`src/rtl/note_hit_scanner.sv`:
```
// Object table with a two-stage pixel hit pipeline: per-slot rectangle compare,
// then priority encode of the lowest hit slot, plus sticky per-frame hit flags.
module note_hit_scanner #(
  parameter int N_OBJ     = 8,
  parameter int IDX_W     = 3,
  parameter int X_W       = 10,
  parameter int Y_W       = 9,
  parameter int INCLUSIVE = 0
) (
  input  logic             clock,
  input  logic             reset_n,
  input  logic             wr_en,
  input  logic [IDX_W-1:0] wr_idx,
  input  logic             wr_active,
  input  logic [X_W-1:0]   wr_x,
  input  logic [Y_W-1:0]   wr_y,
  input  logic [X_W-1:0]   wr_w,
  input  logic [Y_W-1:0]   wr_h,
  input  logic             pix_valid,
  input  logic [X_W-1:0]   curr_x,
  input  logic [Y_W-1:0]   curr_y,
  input  logic             frame_start,
  output logic             hit_valid,
  output logic             hit_any,
  output logic [IDX_W-1:0] hit_idx,
  output logic [N_OBJ-1:0] hit_vec,
  output logic [N_OBJ-1:0] frame_hits,
  output logic [N_OBJ-1:0] frame_hits_last
);

  logic [N_OBJ-1:0] slot_active;
  logic [X_W-1:0]   slot_x [N_OBJ];
  logic [Y_W-1:0]   slot_y [N_OBJ];
  logic [X_W-1:0]   slot_w [N_OBJ];
  logic [Y_W-1:0]   slot_h [N_OBJ];

  logic [N_OBJ-1:0] cmp;
  logic [N_OBJ-1:0] s1_cmp;
  logic             s1_valid;
  logic [IDX_W-1:0] enc_idx;
  logic             enc_found;

  always_ff @(posedge clock or negedge reset_n) begin
    if (!reset_n) begin
      slot_active <= '0;
      for (int unsigned i = 0; i < N_OBJ; i++) begin
        slot_x[i] <= '0;
        slot_y[i] <= '0;
        slot_w[i] <= '0;
        slot_h[i] <= '0;
      end
    end else begin
      for (int unsigned i = 0; i < N_OBJ; i++) begin
        if (wr_en && (wr_idx == IDX_W'(i))) begin
          slot_active[i] <= wr_active;
          slot_x[i]      <= wr_x;
          slot_y[i]      <= wr_y;
          slot_w[i]      <= wr_w;
          slot_h[i]      <= wr_h;
        end
      end
    end
  end

  // Far edges are widened by one bit so objects past the screen clip instead of wrapping.
  // x <= X+W-1 is rewritten as x < X+W, which is identical for W>=1 and cannot underflow.
  always_comb begin
    cmp = '0;
    for (int unsigned i = 0; i < N_OBJ; i++) begin
      logic lo_x, lo_y, hi_x, hi_y;
      lo_x = (INCLUSIVE != 0) ? (curr_x >= slot_x[i]) : (curr_x > slot_x[i]);
      lo_y = (INCLUSIVE != 0) ? (curr_y >= slot_y[i]) : (curr_y > slot_y[i]);
      hi_x = {1'b0, curr_x} < ({1'b0, slot_x[i]} + {1'b0, slot_w[i]});
      hi_y = {1'b0, curr_y} < ({1'b0, slot_y[i]} + {1'b0, slot_h[i]});
      cmp[i] = slot_active[i] && (slot_w[i] != '0) && (slot_h[i] != '0)
               && lo_x && hi_x && lo_y && hi_y;
    end
  end

  always_comb begin
    enc_idx   = '0;
    enc_found = 1'b0;
    for (int unsigned i = 0; i < N_OBJ; i++) begin
      if (s1_cmp[i] && !enc_found) begin
        enc_idx   = IDX_W'(i);
        enc_found = 1'b1;
      end
    end
  end

  always_ff @(posedge clock or negedge reset_n) begin
    if (!reset_n) begin
      s1_valid  <= 1'b0;
      s1_cmp    <= '0;
      hit_valid <= 1'b0;
      hit_any   <= 1'b0;
      hit_idx   <= '0;
      hit_vec   <= '0;
    end else begin
      s1_valid  <= pix_valid;
      s1_cmp    <= pix_valid ? cmp : '0;
      hit_valid <= s1_valid;
      hit_any   <= s1_valid && enc_found;
      hit_idx   <= s1_valid ? enc_idx : '0;
      hit_vec   <= s1_valid ? s1_cmp : '0;
    end
  end

  // hit_vec is already zero whenever hit_valid is low, so it can be OR'd in directly.
  always_ff @(posedge clock or negedge reset_n) begin
    if (!reset_n) begin
      frame_hits      <= '0;
      frame_hits_last <= '0;
    end else if (frame_start) begin
      frame_hits_last <= frame_hits | hit_vec;
      frame_hits      <= '0;
    end else begin
      frame_hits      <= frame_hits | hit_vec;
    end
  end

endmodule

```
`config.mk`:
```
export PLATFORM = sky130hd
export DESIGN_NAME = note_hit_scanner
export DESIGN_NICKNAME = d
export VERILOG_FILES = /design/src/rtl/note_hit_scanner.sv
export SDC_FILE = /design/constraint.sdc
export NUM_CORES = 1
export LEC_CHECK = 0
export ABC_AREA = 0
export CAP_MARGIN = 30
export CELL_PAD_IN_SITES_DETAIL_PLACEMENT = 1
export CELL_PAD_IN_SITES_GLOBAL_PLACEMENT = 1
export CORE_ASPECT_RATIO = 0.8
export CORE_MARGIN = 2
export CORE_UTILIZATION = 49
export DETAILED_ROUTE_END_ITERATION = 8
export PLACE_DENSITY = 0.81
export SETUP_SLACK_MARGIN = 0.02
export SLEW_MARGIN = 40
export SYNTH_ARGS = -nofsm -noshare
export SYNTH_HDL_FRONTEND = slang
export SYNTH_SLANG_ARGS = --single-unit
```
`constraint.sdc`:
```
create_clock -name clock -period 3.7 [get_ports clock]
set_input_delay 0.37 -clock clock [delete_from_list [all_inputs] [get_ports clock]]
set_output_delay 0.37 -clock clock [all_outputs]
set_load 0.03 [all_outputs]
```
==> key figures, run 1 <==
Global route
  • Congestion Overflow GR: 0
  • Pin count of the biggest net entering global routing: 90
  • Initial antenna violation count: 2
  • First-pass GRT wire length: 135000 um
  • Vias in the first global route: 23100
  • Gr usage total: 32.4%

Critical path
  • CP arrival: 4.01 ns
  • Max stage delay on crit path: 0.41 ns
  • Worst-path cell chain: ha_1 > fa_1 > a21o_1 > a211oi_2 > nor2_1 > nor2_1 > xor2_1 > ha_1 > and4_1 > a2111oi_2 > o31a_1 > o21bai_1 > a21o_1 > a311oi_1
  • Crit Path Max Fanout: 3
  • Critical path required time: 4.19 ns
  • Crit-path leading delay family: compound AO/OA/AOI/OAI gates
  • Critical setup path kind: reg -> reg
  • Startpoint Class: register
  • Buf/Inv on CP: 0
  • Crit. End Element: register
  • Worst path slowest cell: dfrtp_1

Placement
  • Post-DP Area: 27700 sq um
  • Port bufs: 94
  • Post-Place Cells: 3318
  • DP HPWL: 62900 um
  • RD Place Congestion: 0.903

Clock network
  • Clock Latency Late Sink: 0.58 ns
  • Cts bufs inserted: 42
  • CTS tree: done
  • CTS Buffer Depth: 3
  • Htree depth: 2
  • Root buf cell: clkbuf_16
  • Reg clk slew, reported paths: 0.06 ns
  • # clock sinks: 350

Logic synthesis
  • Synth warnings: 0
  • Leading area contributor after synthesis: dfrtp_1
  • Asr flop ratio synth: 100%
  • EDFF count, synth: 0
  • Post-Syn Area: 25500 sq um
  • #FFs+latches synth: 350
  • Mapped Cells: 2514
  • Synth area leaders: dfrtp_1 34%, ha_1 22%, mux2_2 11%, o21ai_0 3.5%, inv_1 2.9%
  • Synth Flop Type: dfrtp_1
  • Synth Net Count: 3036
  • Sequential area share after synthesis: 34.4%
  • Avg Cell Area, Syn: 10.1 sq um
  • Top-area cell type share of the netlist area: 34.4%
  • Synth cell types: 61

Die
  • Die width: 259 um
  • Initial Utilization: 49.8%
  • Die H: 208 um
  • Die Area: 53900 sq um
  • Core Area: 51200 sq um
  • Number of core rows: 74
  • IO Pins: 95

Final layout
  • Commonest non-fill, non-tap cells in the layout: 440 x ha_1, 350 x dfrtp_1, 240 x mux2_2, 200 x inv_1, 179 x o21ai_0
  • P&R area growth vs syn: 14.2%
  • Commonest non-fill, non-tap cell in the layout: ha_1
  • Design Area, Final: 29100 sq um
  • Final Util: 56.8%
  • Nets: 3202
  • Non-Filler Instances: 3393
  • Layout cells sized above 1: 14.8%
  • Diode count: 0
  • FILL cells: 5580

Drt
  • DRT iter0 DRCs: 1199
  • Post-Route WL: 87100 um
  • Via count: 21100
  • ANT nets after route: 0
  • DR DRC count: 0
  • Routed WL per cell: 25.7 um
  • DRT Pass-1 Iters: 5
  • Vias per inst: 6.21

Power
  • Max VDD drop: 0.459 mV
  • Lkg Pwr: 13.7 nW
  • Power Total: 19.0 mW
  • Power density over cell area: 654 nW/um^2

Timing
  • RSZ-0062 raised after global routing: yes
  • Rel. slew slack: 41.3%
  • Count of pins over their slew limit: 0
  • Maximum clock rate: 0.284 GHz
  • Tightest Pin Transition: 0.878 ns
  • Hold Vio Cnt, Final: 0
  • Tmin final: 3.52 ns
  • Clock skew: 0.0261 ns
  • Fin crit share: 95.1%
  • Final setup viols: 0

Job
  • Max_cap viols: 0

Outcome
  • Status: complete, no violations

Min path
  • Hold Crit Class: in -> reg
state kept, by name (all words and copies together), names as in the netlist, 3 cells and up:
register and cells:
slot_w 80, slot_x 80, slot_h 72, slot_y 72
frame_hits 8, frame_hits_last 8, hit_vec 8, s1_cmp 8
slot_active 8, hit_idx 3
cell usage after synthesis, types with 9 or more instances:
cell and instances:
xor2_1 56, a211oi_1 31, nor2b_1 24, ha_1 440, nor3_1 53, o21bai_1 15, a21o_1 68, a2111oi_0 10
or3_1 9, inv_1 200, nor2_1 137, a21boi_0 10, buf_2 16, a211o_1 16, a31oi_1 12, mux2_2 240
nand2b_1 32, dfrtp_1 350, xnor2_1 49, nor4_1 40, fa_1 16, o211ai_1 20, o21a_1 28, nand4_1 31
clkbuf_1 21, nand3_1 38, a21oi_1 122, nand2_1 140, o21ai_0 180
where the power goes:
part | total [mW] | leakage [nW] | switching (mW) | internal (mW)
clock network | 4.22 | 0.669 | 1.76 | 2.47
logic | 9.45 | 8.74 | 5.19 | 4.26
registers | 5.37 | 4.27 | 0.757 | 4.62
per-layer routing:
layer / track usage, % / part of all wire, % / routed length [um]
met3: 4.74 / 4.7 / 4130
met4: 16.5 / 5.5 / 4830
met2: 54.8 / 48 / 41700
met5: 0 / 0.025 / 22
met1: 40.3 / 42 / 36400
logic make-up (layout without fill, tap and decap cells):
family                   after synthesis  after routing  synth area share, %
flip-flops                           350            350                 34.4
AO/OA/AOI/OAI                        574            574                 14.4
XOR/XNOR                             105            105                 3.61
buffers and inverters                242            437                 3.64
AND/OR/NAND/NOR                      545            545                 10.4
adder cells (fa/ha/maj)              456            456                 22.9
multiplexers                         242            242                 10.7
worst register-to-register path, stage by stage (launching register included):
cell and delay, ns:
dfrtp_1 0.41, ha_1 0.24, fa_1 0.41, a21o_1 0.21
a211oi_2 0.22, nor2_1 0.08, nor2_1 0.13, xor2_1 0.18
ha_1 0.29, and4_1 0.23, a2111oi_2 0.36, o31a_1 0.21
o21bai_1 0.07, a21o_1 0.19, a311oi_1 0.20
what timing repair did:
action | CTS | global route
setup endpoints to repair | 0 | 4
setup buffers | 0 | 0
gates resized for setup | 0 | 9
hold endpoints to repair | 83 | 0
hold buffers | 1 | 0
stage by stage:
step / setup TNS, ns / setup WS [ns] / hold slack [ns]
after floorplan: 0 / 0.531 / 0.0744
after global placement: 0 / 0.230 / 0.433
after detailed placement: 0 / 0.190 / 0.436
after CTS: 0 / 0.150 / 0.383
after global routing: -0.0299 / -0.0269 / 0.248
final: 0 / 0.181 / 0.215
cell type report:
type	count	area, sq um	area share [%]
Clock buffer	58	1230	4.23
Clock inverter	15	149	0.512
Inverter	200	751	2.58
Multi-Input combinational cell	1922	15800	54.4
Sequential cell	350	8760	30.1
Tap cell	684	856	2.94
Timing Repair Buffer	164	1520	5.23
path summary, 6_finish.rpt:
| check | slack (ns) | endpoint | start | cells past startpoint |
|---|---|---|---|---|
| setup / recovery | 0.18 | s1_cmp[3] | slot_x[40] | 14 |
| hold / removal | 0.22 | frame_hits[2] | frame_start | 2 |
| setup reg to reg | 0.18 | s1_cmp[3] | slot_x[40] | 14 |
| hold reg to reg | 0.47 | hit_idx[2] | s1_cmp[2] | 1 |
| max in group asynchronous | 2.28 | slot_h[46] | reset_n | 4 |
| min in group asynchronous | 0.24 | slot_w[60] | reset_n | 2 |
Note: power is estimated with default switching activity, not from simulation.
==> inputs of run 2 (changes only) <==
Settings changed: HOLD_SLACK_MARGIN from default to 0.05.
==> results of run 2 <==
Final layout, timing and power as in run 1 (identical DEF).
==> inputs of run 3 (changes only) <==
Settings changed: CTS_CLUSTER_DIAMETER from default to 200.
==> results of run 3 <==
Final layout, timing and power as in run 1 (identical DEF).
